--- src/rtl/mag_est.sv ---
// Alpha-max-plus-beta-min magnitude estimator with per-sample coefficient select,
// leaky-integrator average and peak detector with hold and exponential decay.
module mag_est #(
    parameter int unsigned W           = 16,
    parameter int unsigned AVG_SHIFT   = 4,
    parameter int unsigned HOLD        = 1024,
    parameter int unsigned DECAY_SHIFT = 6
) (
    input  logic                clk,
    input  logic                rst_n,
    input  logic signed [W-1:0] x,
    input  logic signed [W-1:0] y,
    input  logic                iv,
    input  logic [1:0]          mode,
    input  logic                clr,
    output logic [W-1:0]        mag,
    output logic                ov,
    output logic [W-1:0]        avg,
    output logic [W-1:0]        peak
);

    localparam int unsigned AW = W + AVG_SHIFT;
    localparam logic [15:0] HoldInit = 16'(HOLD);

    // Stage 1: absolute values
    logic         v1_q;
    logic [W-1:0] ax_q, ay_q, ax_d, ay_d;
    logic [1:0]   m1_q;

    // Two's complement negate; the most negative input lands on 2^(W-1) as unsigned.
    always_comb begin
        ax_d = x[W-1] ? $unsigned(-x) : $unsigned(x);
        ay_d = y[W-1] ? $unsigned(-y) : $unsigned(y);
    end

    always_ff @(posedge clk) begin
        if (!rst_n) begin
            v1_q <= 1'b0;
            ax_q <= '0;
            ay_q <= '0;
            m1_q <= '0;
        end else begin
            v1_q <= iv;
            if (iv) begin
                ax_q <= ax_d;
                ay_q <= ay_d;
                m1_q <= mode;
            end
        end
    end

    // Stage 2: max + weighted min
    logic         v2_q;
    logic [W:0]   s_q, s_d, mx_e, mn_e;
    logic [1:0]   m2_q;

    always_comb begin
        mx_e = (ax_q >= ay_q) ? {1'b0, ax_q} : {1'b0, ay_q};
        mn_e = (ax_q >= ay_q) ? {1'b0, ay_q} : {1'b0, ax_q};
        unique case (m1_q)
            2'd0:    s_d = mx_e + (mn_e >> 1);
            2'd1:    s_d = mx_e + (mn_e >> 2);
            2'd2:    s_d = mx_e + (mn_e >> 2) + (mn_e >> 3);
            default: s_d = mx_e;
        endcase
    end

    always_ff @(posedge clk) begin
        if (!rst_n) begin
            v2_q <= 1'b0;
            s_q  <= '0;
            m2_q <= '0;
        end else begin
            v2_q <= v1_q;
            if (v1_q) begin
                s_q  <= s_d;
                m2_q <= m1_q;
            end
        end
    end

    // Stage 3: mode 0 scales by 7/8; the result always fits in W bits
    logic [W-1:0] mag_d;

    always_comb begin
        mag_d = (m2_q == 2'd0) ? W'(s_q - (s_q >> 3)) : W'(s_q);
    end

    always_ff @(posedge clk) begin
        if (!rst_n) begin
            ov  <= 1'b0;
            mag <= '0;
        end else begin
            ov <= v2_q;
            if (v2_q) begin
                mag <= mag_d;
            end
        end
    end

    // Trackers
    logic [AW-1:0] acc_q;
    logic [15:0]   hold_q;
    logic [W-1:0]  dec, pk_dec;

    assign avg = acc_q[AW-1:AVG_SHIFT];

    // Decay at least one LSB so small peaks still reach the current magnitude.
    always_comb begin
        dec = peak >> DECAY_SHIFT;
        if (dec == '0) begin
            dec = W'(1);
        end
        pk_dec = peak - dec;
    end

    always_ff @(posedge clk) begin
        if (!rst_n || clr) begin
            acc_q  <= '0;
            peak   <= '0;
            hold_q <= '0;
        end else if (ov) begin
            acc_q <= acc_q + {{AVG_SHIFT{1'b0}}, mag} - (acc_q >> AVG_SHIFT);
            if (mag >= peak) begin
                peak   <= mag;
                hold_q <= HoldInit;
            end else if (hold_q != 16'd0) begin
                hold_q <= hold_q - 16'd1;
            end else begin
                peak <= (pk_dec > mag) ? pk_dec : mag;
            end
        end
    end

endmodule

--- config.mk ---
export PLATFORM = sky130hd
export DESIGN_NAME = mag_est
export DESIGN_NICKNAME = d
export VERILOG_FILES = /design/src/rtl/mag_est.sv
export SDC_FILE = /design/constraint.sdc
export NUM_CORES = 1
export LEC_CHECK = 0
export ABC_AREA = 0
export CAP_MARGIN = 10
export CELL_PAD_IN_SITES_DETAIL_PLACEMENT = 1
export CELL_PAD_IN_SITES_GLOBAL_PLACEMENT = 2
export CORE_MARGIN = 3
export CORE_UTILIZATION = 31
export DETAILED_ROUTE_END_ITERATION = 8
export PLACE_DENSITY = 0.83
export SYNTH_ARGS = -nofsm -noshare
export SYNTH_HDL_FRONTEND = slang
export SYNTH_SLANG_ARGS = --single-unit
--- constraint.sdc ---
create_clock -name clk -period 9.7 [get_ports clk]
set_input_delay 1.94 -clock clk [delete_from_list [all_inputs] [get_ports clk]]
set_output_delay 1.94 -clock clk [all_outputs]
set_load 0.05 [all_outputs]
[After elaboration in Yosys (flattened, before gate mapping)]
Cells that the tools add are included.
Word-level totals
  input port bits: 38
  flip-flop bits (word level): 124
  output and inout bits: 49
  word-level logic and storage cells: 49
Operators by class
  reductions and logical operators: 9
  equal/unequal tests: 3
  $add $sub $neg: 10
  multiplexer cells: 12
  magnitude comparators: 3
Operator list (count)
  16-bit 2-to-1 mux: 10
  17-bit one-hot mux with 3 select lines: 1
  16-bit >= comparator: 2
  16-bit negator: 2
  20-bit by 16-bit adder with 20-bit output: 1
  20-bit by 16-bit subtractor with 20-bit output: 1
  16-bit by 14-bit adder with 17-bit output: 1
  16-bit by 15-bit adder with 17-bit output: 1
  17-bit by 13-bit adder with 17-bit output: 1
  16-bit > comparator: 1
  16-bit logical NOT: 1
  16-bit nonzero test: 1
  16-bit by 1-bit subtractor with 16-bit output, second input constant: 1
  16-bit by 10-bit subtractor with 16-bit output: 1
  16-bit by 14-bit subtractor with 16-bit output: 1
  10-bit 2-to-1 mux: 1
  2-bit logical NOT: 2
  2-bit AND reduction: 2
  2-bit by 1-bit == test with 1-bit output, second input constant: 1
  2-bit == test, second input constant: 1
  2-bit inequality test, second input constant: 1
  2-bit nonzero test: 1
  1-bit logical NOT: 1
  1-bit logical OR: 1

[Logic depth before layout (Yosys ltp)]
  depth after elaboration: 7
  mapped depth: 30

[Least setup slack after synthesis]
Ideal clock, no wire load.
  path type: register to register
  from: reg ay_q[3]
  to: reg s_q[15]
  stages on the path, launching flop included: 30
  clock period less this slack: 6416 ps
  path buffers: 7
  path slack: 3284 ps
  library setup time: 61 ps
  arrival: 6356 ps
  data required time: 9639 ps
  path through: dfxtp_1 clkbuf_1 inv_1 ha_1 o2111ai_1 o21ai_2 a21o_2 buf_2 buf_1 clkbuf_1 buf_2 buf_1 mux2_2 ha_1 clkbuf_1 o21a_1 nor2_1 nor3b_1 o311a_1 nor2_2 o21ai_0 xnor2_1 ha_1 a21o_1 a21o_1 or2_2 o41ai_2 or4_1 a21oi_1 o221a_1
Between the ends
  cells in the longest elaborated chain, start to end: 5
  elaborated cells on any way between the ends: 7
  those cells by class: add/sub (3); order compare (1); mux (3)
RTL lines
  from (decl): RTL line 27  | logic [W-1:0] ax_q, ay_q, ax_d, ay_d;
  from (signal assigned): RTL line 46  | ay_q <= ay_d;
  16-bit >= comparator: RTL line 58, 59
  16-bit 2-to-1 mux, on equally long branches: RTL line 58, 59
  16-bit by 14-bit adder with 17-bit output: RTL line 62, 63
  17-bit by 13-bit adder with 17-bit output: RTL line 63  | 2'd2: s_d = mx_e + (mn_e >> 2) + (mn_e >> 3);
  17-bit one-hot mux with 3 select lines *: RTL line 60  | unique case (m1_q)
  to (signal assigned): RTL line 71  | s_q <= '0;
  to (signal assigned): RTL line 76  | s_q <= s_d;
  to (decl): RTL line 54  | logic [W:0] s_q, s_d, mx_e, mn_e;
Mark *: on every way between the ends. The rest lies on a longest branch, timed or not.
A chain may end at the register's enable or synchronous reset.

[Worst setup path in the final report]
Same ends and word-level chain as after synthesis.

==> impl_metrics.tcl <==
set metrics [dict create \
    outcome "finished clean" \
    grt_pass1_wl_um 60700 \
    critPathMaxStageDelay_ns 0.59 \
    drtAntennaViolNets 0 \
    grt_pass1_vias 11400 \
    cp_cell_sequence "inv_1 -> ha_1 -> o2111ai_1 -> o21ai_2 -> a21o_2 -> buf_4 -> mux2_2 -> ha_1 -> ha_1 -> o41ai_1 -> a21oi_1 -> nor2b_1 -> a31oi_1 -> xnor2_1 -> ha_1 -> nor2b_1 -> and3_1 -> or2_2 -> o41ai_2 -> or4_1 -> a21oi_1 -> o221a_1" \
    final_common_cell "nor2_1" \
    final_cell_mix "186 x nor2_1, 163 x inv_1, 134 x ha_1" \
    pwr-share-comb_pct 47.1 \
    cpMaxStageDelayCell "dfxtp_1" \
    vias 11100 \
    internal-power_mw 1.36 \
    grt_max_degree 54 \
    synthesis.area_mm2 0.0121 \
    synth_cell_types 89 \
    relSlewSlack_pct 30.7 \
    irDropWorstVdd_uv 133 \
    skew_ns 0.0101 \
    ys_warn_count 0 \
    multi_input_area_mm2 0.00870 \
    path_buf_inv 2 \
    crit_arrival_ns 6.84 \
    drv_cap 0 \
    regArea_mm2 0.00248 \
    p_leak_nw 5.72 \
    synth_edf_count 0 \
    wl_um 37500 \
    gp_congestion 0.845 \
    period_needed_ns 6.45 \
    start_util_pct 31.8 \
    die-area_mm2 0.0415 \
    start_kind "flop" \
    cts_setup_buffers 0 \
    numPortBuffers 86 \
    critPathKind "flop to flop" \
    power_mw 2.33 \
    cts_buffers 17 \
    synthTopCellsByArea "dfxtp_1 20%, ha_1 14%, nor2_1 5.8%" \
    synthFlopType "dfxtp_1" \
    fin_crit_sh_pct 66.5 \
    chipWidth_um 204 \
    h-tree-depth 4 \
    wire_per_inst_um 17.7 \
    num_io_pins 87 \
    drtIter0Drc 491 \
    slew_viol_final 0 \
    drc_errors 0 \
    fin_setup_tns_ns 0 \
    clk_path_buf_depth 2 \
    finalHoldViolCount 0 \
    syn2layout_area_growth_pct 15.0 \
    post_cts_resized 0 \
    clockRootBuffer "clkbuf_16" \
    placementRows 71 \
    end_kind "flop" \
    setup_violations 0 \
    holdCritPathClass "flop to flop" \
    die_y_um 204 \
    grtUsageTotal_pct 18.1 \
    yosysTopAreaCell "dfxtp_1" \
    hpwl_um 30100 \
    required_ns 10.08 \
    seqPwrFrac_pct 24.8 \
    syn_area_per_cell_um2 7.81 \
    p_clk_share_pct 28.1 \
    fin_hold_ws_ns 0.487 \
    synth-seq-area-share_pct 20.5 \
    core_mm2 0.0381 \
    p_sw_mw 0.966 \
    clk_pin_slew_ns 0.07 \
    yosysTopAreaCellShare_pct 20.5 \
    cts_hold_buffers 0 \
    path_delay_family "compound AO/OA/AOI/OAI gates" \
    synth_seq_cells 124 \
    timing.fmax_mhz 155 \
    p_per_area_mw_per_mm2 167 \
    diodes 0 \
    antenna_found_initial 0 \
    overflow 0 \
    crit_fanout 32 \
    synthCells 1554 \
    drive_gt1_share_pct 6.10 \
    vias_per_cell 5.26 \
    nets 1785 \
    switching_share_pct 41.5 \
    dr.pass1.iters 7 \
    rsz0062_at_grt "no" \
    max_slew.worst_pin.slew_ns 1.04 \
    syn_nets 1746 \
    clk_latency_ns 0.45 \
    async_flop_share_pct 0 \
    clock_sinks 124 \
    filler_cell_count 4546 \
    crit_top_cell "ha_1" \
    cts_tree "built" \
]
final cells by class:
cell class              count  share of cell area [%]
multi-input cells        1189                    62.4
flip-flops and latches    124                    17.8
repair buffers             95                    6.62
well taps                 511                    4.58
inverters                 166                    4.47
clock buffers              17                    3.05
clock inverters            15                    1.11
synth_stat cells (4+ instances only):
cell type	number
nor2_1	186
or2_2	6
mux2i_1	61
nand3_1	19
buf_4	16
o21a_1	13
and2_1	7
nand3b_1	4
fa_1	20
nand4b_1	4
clkbuf_1	45
xor2_1	48
a311oi_1	6
buf_1	11
nor3_1	23
a21oi_1	78
ha_1	134
nor2b_1	18
nand2b_1	15
o211ai_1	7
a21o_1	33
o31ai_1	9
a31oi_1	7
o41ai_1	10
or3_1	14
mux2_2	17
a211oi_1	36
nand4_1	17
o22ai_1	6
xnor2_1	65
inv_1	163
dfxtp_1	124
o31a_1	4
and3_1	9
nor4_1	6
nand2_1	115
a211o_1	5
a21boi_0	9
or4_1	6
o21bai_1	4
o21ai_0	96
o311ai_0	8
worst reg2reg max path, cell delays in order, from the launching register on:
cell and delay (ns):
dfxtp_1 0.59, inv_1 0.12, ha_1 0.30, o2111ai_1 0.12
o21ai_2 0.27, a21o_2 0.55, buf_4 0.42, mux2_2 0.43
ha_1 0.24, ha_1 0.25, o41ai_1 0.48, a21oi_1 0.25
nor2b_1 0.19, a31oi_1 0.20, xnor2_1 0.12, ha_1 0.36
nor2b_1 0.22, and3_1 0.21, or2_2 0.13, o41ai_2 0.09
or4_1 0.54, a21oi_1 0.15, o221a_1 0.19
power by group through the flow:
stage                     Clock (mW)  Sequential (mW)  Combinational (mW)
final                          0.654            0.577                1.10
after global routing           0.693            0.581                1.23
after CTS                      0.672            0.577                1.10
after detailed placement           0            0.588                1.10
after global placement             0            0.587                1.06
after floorplan                    0            0.586               0.829
layer usage:
metal	up-vias	share of wire, %	wire length [um]	track usage, %
met5	-	0	0	0
met4	0	1.4	539	4.60
met3	30	1.9	711	1.77
met2	107	47	17600	30.7
met1	5480	50	18700	24.6
li1	5518	-	-	-
logic make-up (layout without fill, tap and decap cells):
| kind of cell | after synthesis | in the layout | synth area share, % |
|---|---|---|---|
| flops | 124 | 124 | 20.5 |
| buf+inv | 241 | 293 | 7.98 |
| simple gates | 458 | 458 | 17.4 |
| compound gates | 379 | 379 | 21.3 |
| mux | 82 | 82 | 7.36 |
| fa+ha+maj | 157 | 157 | 17.4 |
| xor+xnor | 113 | 113 | 8.16 |
state kept, by name, indices dropped and copies added, names as in the netlist:
signal,flops
acc_q,20
ax_q,16
ay_q,16
hold_q,16
m1_q,2
m2_q,2
mag,16
ov,1
peak,16
s_q,17
v1_q,1
v2_q,1
path summary, 6_finish.rpt:
check / depth (start not counted) / from / to / slack [ns]
hold / removal: 2 / m2_q[1]$_SDFFE_PN0P_ / m2_q[1]$_SDFFE_PN0P_ / 0.49
setup / recovery: 22 / ay_q[3]$_SDFFE_PN0P_ / s_q[15]$_SDFFE_PN0P_ / 3.25
setup reg to reg: 22 / ay_q[3]$_SDFFE_PN0P_ / s_q[15]$_SDFFE_PN0P_ / 3.25
hold reg to reg: 2 / m2_q[1]$_SDFFE_PN0P_ / m2_q[1]$_SDFFE_PN0P_ / 0.49
through the flow:
stage / util (%) / std cells / setup slack (ns) / cell area [um^2]
2_1_floorplan: - / 1554 / 3.28 / 12100
3_3_place_gp: 35.1 / 2085 / 3.49 / 13400
3_5_place_dp: 35.1 / 2085 / 3.29 / 13400
4_1_cts: 36.6 / 2117 / 3.24 / 13900
5_1_grt: 36.6 / 2117 / 2.75 / 13900
6_report: 36.6 / 2117 / 3.25 / 13900
No activity file was read; power rests on OpenSTA's default activity.
